[config.mk]
export PLATFORM = sky130hd
export DESIGN_NAME = prefetch_buffer
export DESIGN_NICKNAME = d
export VERILOG_FILES = /design/src/rtl/prefetch_buffer_pkg.sv /design/src/rtl/prefetch_mem.sv /design/src/rtl/prefetch_buffer.sv
export SDC_FILE = /design/constraint.sdc
export NUM_CORES = 1
export LEC_CHECK = 0
export CAP_MARGIN = 20
export CELL_PAD_IN_SITES_DETAIL_PLACEMENT = 0
export CELL_PAD_IN_SITES_GLOBAL_PLACEMENT = 1
export CORE_MARGIN = 2
export CORE_UTILIZATION = 40
export CTS_BUF_LIST = sky130_fd_sc_hd__clkbuf_8
export DETAILED_ROUTE_END_ITERATION = 7
export GPL_TIMING_DRIVEN = 0
export PLACE_DENSITY_LB_ADDON = 0.15
export REMOVE_ABC_BUFFERS = 1
export SYNTH_ARGS = -nofsm -noshare
export SYNTH_HDL_FRONTEND = slang
export SYNTH_SLANG_ARGS = --single-unit
[constraint.sdc]
create_clock -name clk -period 4.5 [get_ports clk]
set_input_delay 0.9 -clock clk [delete_from_list [all_inputs] [get_ports clk]]
set_output_delay 0.9 -clock clk [all_outputs]
set_load 0.02 [all_outputs]
[src/rtl/prefetch_buffer_pkg.sv]
// Shared widths, entry layout and defaults for the instruction prefetch queue.
package prefetch_buffer_pkg;
    localparam int INSTR_W       = 32;
    localparam int ADDR_W        = 32;
    localparam int DEFAULT_DEPTH = 4;
    localparam logic [ADDR_W-1:0] PC_STEP = 32'd4;

    typedef struct packed {
        logic [INSTR_W-1:0] instr;
        logic [ADDR_W-1:0]  pc;
    } entry_t;
endpackage

[src/rtl/prefetch_mem.sv]
// Queue storage: DEPTH x 64 register array, one synchronous write port, one combinational read port.
module prefetch_mem
    import prefetch_buffer_pkg::*;
#(
    parameter int DEPTH = DEFAULT_DEPTH,
    parameter int PW    = $clog2(DEPTH)
) (
    input  logic          clk,
    input  logic          wr_en,
    input  logic [PW-1:0] wr_addr,
    input  entry_t        wr_data,
    input  logic [PW-1:0] rd_addr,
    output entry_t        rd_data
);
    // Contents are qualified by the pointers/count, so the array itself is never reset.
    entry_t mem_reg [DEPTH];

    always_ff @(posedge clk) begin
        if (wr_en) begin
            mem_reg[wr_addr] <= wr_data;
        end
    end

    assign rd_data = mem_reg[rd_addr];
endmodule

[src/rtl/prefetch_buffer.sv]
// Instruction prefetch queue: fetches sequentially into a DEPTH-entry FIFO, flushes on redirect.
module prefetch_buffer
    import prefetch_buffer_pkg::*;
#(
    parameter int                DEPTH    = DEFAULT_DEPTH,
    parameter logic [ADDR_W-1:0] RESET_PC = 32'h0000_0000
) (
    input  logic                     clk,
    input  logic                     rst,
    input  logic                     redirect,
    input  logic [ADDR_W-1:0]        target,
    output logic [ADDR_W-1:0]        imem_addr,
    input  logic [INSTR_W-1:0]       imem_data,
    input  logic                     take,
    output logic                     valid,
    output logic [INSTR_W-1:0]       instr,
    output logic [ADDR_W-1:0]        pc,
    output logic [$clog2(DEPTH):0]   count
);
    localparam int PW = $clog2(DEPTH);
    localparam int CW = PW + 1;

    logic [PW-1:0]     head_reg;
    logic [PW-1:0]     tail_reg;
    logic [CW-1:0]     count_reg;
    logic [ADDR_W-1:0] fetch_pc_reg;

    logic   wr;
    logic   pop;
    logic   not_empty;
    entry_t wr_entry;
    entry_t head_entry;

    assign not_empty = (count_reg != '0);
    assign pop       = take && not_empty && !redirect;
    // A pop frees a slot in the same cycle, so a full queue can still accept a write.
    assign wr        = !redirect && ((count_reg < CW'(DEPTH)) || (take && not_empty));
    assign wr_entry  = '{instr: imem_data, pc: fetch_pc_reg};

    always_ff @(posedge clk or negedge rst) begin
        if (!rst) begin
            head_reg     <= '0;
            tail_reg     <= '0;
            count_reg    <= '0;
            fetch_pc_reg <= RESET_PC;
        end else if (redirect) begin
            head_reg     <= '0;
            tail_reg     <= '0;
            count_reg    <= '0;
            fetch_pc_reg <= {target[ADDR_W-1:2], 2'b00};
        end else begin
            if (wr) begin
                tail_reg     <= tail_reg + PW'(1);
                fetch_pc_reg <= fetch_pc_reg + PC_STEP;
            end
            if (pop) begin
                head_reg <= head_reg + PW'(1);
            end
            count_reg <= count_reg + CW'(wr) - CW'(pop);
        end
    end

    prefetch_mem #(
        .DEPTH (DEPTH),
        .PW    (PW)
    ) u_mem (
        .clk     (clk),
        .wr_en   (wr),
        .wr_addr (tail_reg),
        .wr_data (wr_entry),
        .rd_addr (head_reg),
        .rd_data (head_entry)
    );

    assign imem_addr = fetch_pc_reg;
    assign valid     = not_empty;
    assign instr     = not_empty ? head_entry.instr : '0;
    assign pc        = not_empty ? head_entry.pc    : '0;
    assign count     = count_reg;
endmodule

==> impl_metrics.json, run 1 <==
{
  "async_flop_share_pct": 13.0,
  "synth_top_area_cell": "edfxtp_1",
  "layout-drive-gt1-share_pct": 17.3,
  "slew_headroom_pct": 39.3,
  "largest_reg_flops": 248,
  "cts_resized": 0,
  "grt_max_degree": 56,
  "cts_setup_buffers": 0,
  "track_usage_pct": 16.9,
  "die_w_um": 174,
  "rr_endpoint": "count[2]$_DFF_PN0_",
  "synth_cell_types": 45,
  "postCtsHoldBufs": 0,
  "fillers": 2336,
  "vias_per_cell": 5.16,
  "route.detailed.drc": 0,
  "synth_most_common_cell": "edfxtp_1",
  "critPathSlowestCell": "dfrtp_4",
  "fin_ws_ns": 0.565,
  "synth_flop_cell": "edfxtp_1",
  "cp_data_required_time_ns": 3.60,
  "maxCapViolCount": 0,
  "h-tree-depth": 2,
  "synthTopCellsByArea": "edfxtp_1 64%, mux4_2 12%, dfrtp_1 8.0%",
  "first_pass_iters": 4,
  "yosysSeqAreaShare_pct": 72.3,
  "worstSetupStartpoint": "head_reg[0]$_DFFE_PN0P_",
  "finalNonFillerCells": 1251,
  "worst_slew_pin_slew_ns": 0.911,
  "path_cells": "buf_16 > mux4_2 > and2_1 > clkdlybuf4s50_1",
  "dp.final_hpwl_mm": 15.0,
  "rr_worst_depth": 10,
  "worstReg2RegStart": "count[1]$_DFF_PN0_",
  "clkLatencyLatePin_ns": 0.55,
  "cellPowerDensity_mw_per_mm2": 567,
  "fp-row-count": 62,
  "antenna_found_initial": 0,
  "leakage_uw": 0.00492,
  "path_class": "register to output pin",
  "slowest_delay_ns": 0.79,
  "cts_sinks": 285,
  "use_met3_pct": 3.37,
  "hold_viol": 0,
  "critPathBufInv": 2,
  "max_freq_mhz": 254,
  "routed_wl_mm": 25.3,
  "die_h_um": 174,
  "peakVddDrop_mv": 0.432,
  "grt_busiest_layer": "met2",
  "fin_nets": 905,
  "period_minus_slack_ns": 3.93,
  "fin_util_pct": 51.4,
  "synthCells": 647,
  "cts_max_path_buffers": 3,
  "dp.cells": 1162,
  "vias": 6450,
  "core_sq_mm": 0.0286,
  "cts-root-buf": "clkbuf_8",
  "synth_edf_count": 248,
  "grt_pass1_wl_mm": 39.4,
  "pre_cts_ws_ns": 0.606,
  "cp-end-kind": "output pin",
  "period_share_pct": 87.4,
  "ys_warn_count": 0,
  "cts_tree": "yes",
  "final_cell_area_sq_mm": 0.0147,
  "drv_slew": 0,
  "ios": 168,
  "startpoint_type": "register",
  "overflow": 0,
  "synth_top_area_share_pct": 64.3,
  "rsz0062_at_grt": "false",
  "dpl_cell_area_sq_mm": 0.0137,
  "status": "completed",
  "gp_congestion": 0.730,
  "postRouteAntennaNets": 0,
  "dieArea_sq_mm": 0.0303,
  "synth_seq_cells": 285,
  "tns_ns": 0,
  "grt_use_met1_pct": 22.1,
  "synth_commonest_cells": "248 x edfxtp_1, 63 x and2_1, 62 x mux4_2",
  "crit_path_max_fanout": 40,
  "drtIter0Drc": 274,
  "grtUsageMet2_pct": 28.6,
  "hp-class": "input port to asynchronous set/reset pin",
  "syn_to_final_growth_pct": 27.0,
  "wl_per_cell_um": 20.2,
  "portBuffers": 161,
  "initial_core_util_pct": 40.5,
  "fin_skew_ns": 0.0227,
  "n_antenna_cell": 0,
  "cts_buffers": 48,
  "setup_viol": 0,
  "synth_area_per_cell_sq_um": 17.9,
  "grt_pass1_vias": 6948,
  "critical-path-top-delay-family": "buffers and inverters",
  "r2r_slack_ns": 1.70,
  "path_clk_slew_ns": 0.06,
  "synth_area_sq_mm": 0.0116,
  "arrival_ns": 3.03
}
## cells in the final DEF (no fill, tap or decap), drive strengths merged, types with 13 or more instances in the layout
master	n
edfxtp	248
clkdlybuf4s50	159
and2	63
mux4	62
clkbuf	54
dfrtp	37
nand2	27
inv	26
nor2	21
o21ai	14
nand3	13
nand4	13
a31oi	13
or4	13
clkinv	13
## how the worst max path moves through the flow
stage / endpoint / slack [ns] / depth (start not counted)
2_1_floorplan: instr[0] / 0.20 / 2
3_3_place_gp: u_mem.mem_reg[2][41]$_DFFE_PP_ / -2.14 / 3
3_5_place_dp: u_mem.mem_reg[1][55]$_DFFE_PP_ / 0.61 / 4
4_1_cts: pc[20] / 0.47 / 4
5_1_grt: pc[21] / 0.37 / 4
6_report: instr[7] / 0.57 / 4
## per-layer routing
| metal | share of wire [%] | routed length (um) |
|---|---|---|
| met4 | 1.8 | 461 |
| met3 | 4.5 | 1140 |
| met1 | 44 | 11000 |
| met5 | 0 | 0 |
| met2 | 50 | 12700 |
## area by class of cell
cell class              count  area (sq um)  area share [%]
flip-flops and latches    285          8380            57.0
well taps                 384           480            3.27
inverters                   9          33.8           0.230
clock buffers              54           743            5.05
multi-input cells         316          3010            20.5
clock inverters            34           245            1.67
repair buffers            169          1810            12.3
## report_power, final
part | internal, uW | switching (uW) | leakage [uW]
Clock | 1330 | 994 | 0.000573
Combinational | 1300 | 1300 | 0.00163
Sequential | 3220 | 200 | 0.00271
## per-stage QoR
| step | total power [uW] | hold slack (ns) |
|---|---|---|
| 2_1_floorplan | 4900 | 0.532 |
| 3_3_place_gp | 6130 | 0.543 |
| 3_5_place_dp | 6140 | 0.568 |
| 4_1_cts | 8490 | 0.477 |
| 5_1_grt | 8770 | 0.533 |
| 6_report | 8340 | 0.478 |
## kinds of logic (layout without fill, tap and decap cells)
kind of cell               after synthesis  after routing  share of synthesized area, %
adders and majority gates                8              8                         0.929
xor gates and xnor gates                13             13                         0.983
AOI/OAI and AO/OA                       49             49                          2.77
other                                    1              4                        0.0324
DFF                                    285            285                          72.3
and+or+nand+nor                        179            179                          8.87
muxes                                   63             63                          12.1
buffers and inverters                   49            266                          1.99
(Power assumes the default switching activity.)
==> run 2: changes to the inputs <==
- CORE_MARGIN: 2 -> 8
- SYNTH_HIERARCHICAL: not set -> 1
==> run 2 against run 1 <==
  * Critical path depth unchanged
  * Combinational power about the same
  * Worst setup slack lost 0.073 ns
  * Maximum frequency is 1.8% lower
  * First-iteration DRC count up 4.4%
  * Hold slack improved by 0.013 ns
  * Area after synthesis is 2.5% higher
  * Sequential share of layout area grew 0.87 points
  * Register-to-register slack is essentially flat
  * Critical endpoint is now instr[31]
  * Largest cell class unchanged
==> impl_metrics.json, run 2 <==
{
  "synth_edf_count": 256,
  "h-tree-depth": 2,
  "synth_commonest_cells": "256 x edfxtp_1, 67 x and2_1, 60 x mux4_2",
  "grt_pass1_wl_mm": 40.5,
  "cts_resized": 0,
  "cts-root-buf": "clkbuf_8",
  "n_antenna_cell": 0,
  "fin_nets": 912,
  "gp_congestion": 0.736,
  "finalNonFillerCells": 1267,
  "drtIter0Drc": 286,
  "synth_cell_types": 46,
  "synthCells": 637,
  "synth_seq_cells": 293,
  "cellPowerDensity_mw_per_mm2": 544,
  "path_cells": "buf_16 > mux4_1 > and2_1 > clkdlybuf4s50_1",
  "first_pass_iters": 6,
  "vias": 6421,
  "holdWs_ns": 0.491,
  "critPathSlowestCell": "dfrtp_4",
  "yosysSeqAreaShare_pct": 72.5,
  "final_cell_mix": "256 x edfxtp_1, 161 x clkdlybuf4s50_1, 67 x and2_1",
  "rr_endpoint": "u_mem/mem_reg[0][33]$_DFFE_PP_",
  "fillers": 2499,
  "async_flop_share_pct": 12.6,
  "cp-end-kind": "output pin",
  "cp_data_required_time_ns": 3.60,
  "cts_max_path_buffers": 3,
  "syn_to_final_growth_pct": 25.5,
  "ios": 168,
  "r2r_slack_ns": 1.71,
  "maxCapViolCount": 0,
  "rsz0062_at_grt": "false",
  "leakage_uw": 0.00504,
  "layout-drive-gt1-share_pct": 17.2,
  "dieArea_sq_mm": 0.0355,
  "status": "completed",
  "grt_max_degree": 56,
  "setup_viol": 0,
  "synth_top_area_share_pct": 64.7,
  "path_clk_slew_ns": 0.07,
  "period_minus_slack_ns": 4.01,
  "wl_per_cell_um": 20.8,
  "arrival_ns": 3.11,
  "period_share_pct": 89.1,
  "antenna_found_initial": 0,
  "cts_buffers": 48,
  "dp.cells": 1180,
  "synth_area_per_cell_sq_um": 18.6,
  "die_h_um": 188,
  "max_freq_mhz": 250,
  "postRouteAntennaNets": 0,
  "layout_commonest_cell": "edfxtp_1",
  "track_usage_pct": 14.7,
  "synth.area.mux_share_pct": 12.6,
  "largest_reg_flops": 256,
  "hold_viol": 0,
  "rr_worst_depth": 6,
  "postCtsHoldBufs": 0,
  "synth_top_area_cell": "edfxtp_1",
  "grt_pass1_vias": 6899,
  "synth_top_family_by_area": "multiplexers",
  "synth_flop_cell": "edfxtp_1",
  "route.detailed.drc": 0,
  "dp.final_hpwl_mm": 16.3,
  "worstSetupStartpoint": "head_reg[0]$_DFFE_PN0P_",
  "peakVddDrop_mv": 0.517,
  "worst_slew_pin_slew_ns": 0.933,
  "vias_per_cell": 5.07,
  "core_sq_mm": 0.0295,
  "hp-class": "input port to asynchronous set/reset pin",
  "crit_path_max_fanout": 35,
  "synth_compound_area_share_pct": 1.37,
  "worstReg2RegStart": "count[2]$_DFF_PN0_",
  "final_cell_area_sq_mm": 0.0149,
  "fp-row-count": 63,
  "portBuffers": 163,
  "initial_core_util_pct": 40.3,
  "synth_adder_area_share_pct": 0.485,
  "dpl_cell_area_sq_mm": 0.0141,
  "pre_cts_ws_ns": 0.567,
  "slowest_delay_ns": 0.89,
  "die_w_um": 188,
  "cts_tree": "yes",
  "drv_slew": 0,
  "fin_ws_ns": 0.492,
  "cts_sinks": 293,
  "synthTopCellsByArea": "edfxtp_1 65%, mux4_2 11%, dfrtp_1 7.8%",
  "clkLatencyLatePin_ns": 0.55,
  "synth-xor-area-share_pct": 2.21,
  "synth_area_sq_mm": 0.0119,
  "routed_wl_mm": 26.3,
  "startpoint_type": "register",
  "overflow": 0,
  "ys_warn_count": 6,
  "slew_headroom_pct": 37.8,
  "synthSimpleGateAreaFrac_pct": 8.46,
  "cts_setup_buffers": 0,
  "path_class": "register to output pin",
  "fin_skew_ns": 0.0223,
  "synth_most_common_cell": "edfxtp_1"
}
==> run 2: worst max-delay path by stage <==
stage | end | slack [ns] | depth (start not counted)
after detailed placement | u_mem/mem_reg[0][45]$_DFFE_PP_ | 0.57 | 7
after CTS | instr[31] | 0.36 | 4
after global placement | u_mem/mem_reg[0][58]$_DFFE_PP_ | -8.86 | 4
after floorplan | u_mem/mem_reg[0][0]$_DFFE_PP_ | -2.25 | 3
final | instr[31] | 0.49 | 4
after global routing | instr[31] | 0.25 | 4
==> run 2: power by group <==
part,switching (uW),internal [uW]
Clock,985,1040
Combinational,1280,1310
Sequential,216,3270
Total,2480,5630
==> run 2: cell type report <==
type                            count  area [sq um]  share of cell area (%)
Timing Repair Buffer              177          1890                    12.7
Tap cell                          390           488                    3.27
Clock buffer                       51           702                    4.71
Sequential cell                   293          8620                    57.8
Multi-Input combinational cell    315          3040                    20.4
Inverter                            5          18.8                   0.126
Clock inverter                     36           145                   0.974
==> run 2: per-stage QoR <==
step / util, % / setup TNS [ns] / power, uW
2_1_floorplan: - / -143.71 / 4940
3_3_place_gp: 46.7 / -1128.02 / 6200
3_5_place_dp: 47.7 / 0 / 6200
4_1_cts: 50.6 / 0 / 8270
5_1_grt: 50.6 / 0 / 8530
6_report: 50.6 / 0 / 8100
==> run 2: cell families (layout without fill, tap and decap cells) <==
group,after synthesis,in the layout
buffers and inverters,38,269
flip-flops,293,293
AO/OA/AOI/OAI,30,30
other,1,10
AND/OR/NAND/NOR,173,173
multiplexers,68,68
XOR/XNOR,30,30
adder cells (fa/ha/maj),4,4
==> run 2: routing by layer <==
metal | routed length, um | global-route usage, % | share of wire, %
met5 | 0 | 0 | 0
met4 | 467 | 4.03 | 1.8
met3 | 1640 | 4.20 | 6.2
met2 | 12600 | 23.9 | 48
met1 | 11600 | 19.2 | 44
==> run 2: worst max-delay path, delay by kind of cell (launching register included) <==
kind	cells	cell delay (ns)
DFF	1	0.89
muxes	1	0.58
and+or+nand+nor	1	0.17
buffers and inverters	2	0.89
==> run 3: changes to the inputs <==
- GPL_TIMING_DRIVEN: 0 -> 1
==> run 3 against run 2 <==
  * Critical path depth unchanged
  * Design area decreased by 0.91%
  * Largest power group unchanged
  * Sequential share of layout area increased by 0.53 points
  * Sequential power about the same
==> impl_metrics.json, run 3 (synthesis results as in run 2) <==
{
  "path_cells": "buf_4 > mux4_2 > and2_1 > clkdlybuf4s50_1",
  "cts_setup_buffers": 0,
  "antenna_found_initial": 1,
  "cts-root-buf": "clkbuf_8",
  "routed_wl_mm": 26.3,
  "crit_path_max_fanout": 29,
  "clkPwrFrac_pct": 24.8,
  "finalNonFillerCells": 1262,
  "postRouteAntennaNets": 0,
  "rsz0062_at_grt": "false",
  "wl_per_cell_um": 20.8,
  "clkLatencyLatePin_ns": 0.55,
  "vias": 6388,
  "route.detailed.drc": 0,
  "cp_data_required_time_ns": 3.60,
  "startpoint_type": "register",
  "path_class": "register to output pin",
  "first_pass_iters": 6,
  "period_share_pct": 87.2,
  "dieArea_sq_mm": 0.0355,
  "final_cell_area_sq_mm": 0.0148,
  "ios": 168,
  "syn_to_final_growth_pct": 24.3,
  "maxCapViolCount": 0,
  "portBuffers": 163,
  "power.internal_uw": 5580,
  "dpl_cell_area_sq_mm": 0.0139,
  "cts_max_path_buffers": 3,
  "h-tree-depth": 2,
  "cts_sinks": 293,
  "cellPowerDensity_mw_per_mm2": 543,
  "dp.final_hpwl_mm": 16.1,
  "power_frac_comb_pct": 31.6,
  "drv_slew": 0,
  "gp_congestion": 0.735,
  "drtIter0Drc": 229,
  "status": "completed",
  "max_freq_mhz": 255,
  "vias_per_cell": 5.06,
  "grt_pass1_wl_mm": 40.4,
  "peakVddDrop_mv": 0.349,
  "path_clk_slew_ns": 0.06,
  "die_w_um": 188,
  "arrival_ns": 3.03,
  "fin_nets": 912,
  "holdWs_ns": 0.505,
  "setup_viol": 0,
  "p_sw_uw": 2440,
  "final_cell_mix": "256 x edfxtp_1, 161 x clkdlybuf4s50_1, 67 x and2_1",
  "dp.cells": 1180,
  "n_antenna_cell": 0,
  "critical-path-top-delay-family": "buffers and inverters",
  "grt_pass1_vias": 7102,
  "fp-row-count": 63,
  "period_minus_slack_ns": 3.93,
  "critPathBufInv": 2,
  "hp-class": "input port to asynchronous set/reset pin",
  "hold_viol": 0,
  "fin_skew_ns": 0.0207,
  "grt_max_degree": 62,
  "critPathSlowestCell": "dfrtp_4",
  "worstReg2RegStart": "count[1]$_DFF_PN0_",
  "layout-drive-gt1-share_pct": 16.6,
  "slew_headroom_pct": 37.8,
  "r2r_slack_ns": 1.70,
  "track_usage_pct": 14.7,
  "leakage_uw": 0.00496,
  "die_h_um": 188,
  "overflow": 0,
  "p_sw_share_pct": 30.5,
  "largest_reg_flops": 256,
  "worst_slew_pin_slew_ns": 0.934,
  "rr_endpoint": "count[2]$_DFF_PN0_",
  "initial_core_util_pct": 40.3,
  "worstSetupStartpoint": "head_reg[0]$_DFFE_PN0P_",
  "cts_tree": "yes",
  "layout_commonest_cell": "edfxtp_1",
  "slowest_delay_ns": 0.82,
  "postCtsHoldBufs": 0,
  "cts_buffers": 48,
  "cts_resized": 0,
  "fin_util_pct": 50.1,
  "seq_power_share_pct": 43.6,
  "rr_worst_depth": 10,
  "cp-end-kind": "output pin",
  "core_sq_mm": 0.0295
}
-- run 3: changes by cell type in the layout (fill, tap and decap cells not counted) --
| cell | delta |
|---|---|
| buf_4 | +10 |
| clkinv_1 | +6 |
| clkinv_2 | -6 |
| buf_16 | -5 |
| buf_6 | -5 |
| inv_1 | -5 |
| buf_12 | +2 |
| buf_8 | -2 |
-- run 3: area by class of cell --
| class | count | area, sq um |
|---|---|---|
| clock buffers | 51 | 702 |
| well taps | 390 | 488 |
| flip-flops and latches | 293 | 8620 |
| clock inverters | 31 | 119 |
| fillers | 2526 | 14700 |
| repair buffers | 177 | 1780 |
| inverters | 5 | 18.8 |
| multi-input cells | 315 | 3040 |
-- run 3: worst max-delay path by stage --
stage	to	slack, ns	cells past startpoint
2_1_floorplan	u_mem/mem_reg[0][0]$_DFFE_PP_	-2.25	3
3_3_place_gp	pc[27]	1.08	4
3_5_place_dp	pc[27]	1.08	4
4_1_cts	pc[27]	0.46	4
5_1_grt	pc[27]	0.38	4
6_report	pc[27]	0.57	4
-- run 3: routing by layer --
metal  up-vias  GRT usage, %  routed length, um
li1       2888             -                  -
met4         0          4.12                500
met1      3279          18.8              11600
met2       176          24.3              12600
met5         -             0                  0
met3        45          4.10               1530
-- run 3: power by group through the flow --
stage	sequential (uW)	combinational [uW]	clock, uW
2_1_floorplan	3610	1330	0
3_3_place_gp	3540	2580	0
3_5_place_dp	3560	2590	0
4_1_cts	3510	2600	2070
5_1_grt	3540	2710	2170
6_report	3500	2530	1990
-- run 3: metrics by stage --
step                      total power (uW)  setup slack (ns)  TNS [ns]
after global placement                6120              1.08         0
final                                 8020             0.574         0
after detailed placement              6150              1.08         0
after global routing                  8430             0.381         0
after floorplan                       4940             -2.25   -143.71
after CTS                             8180             0.457         0
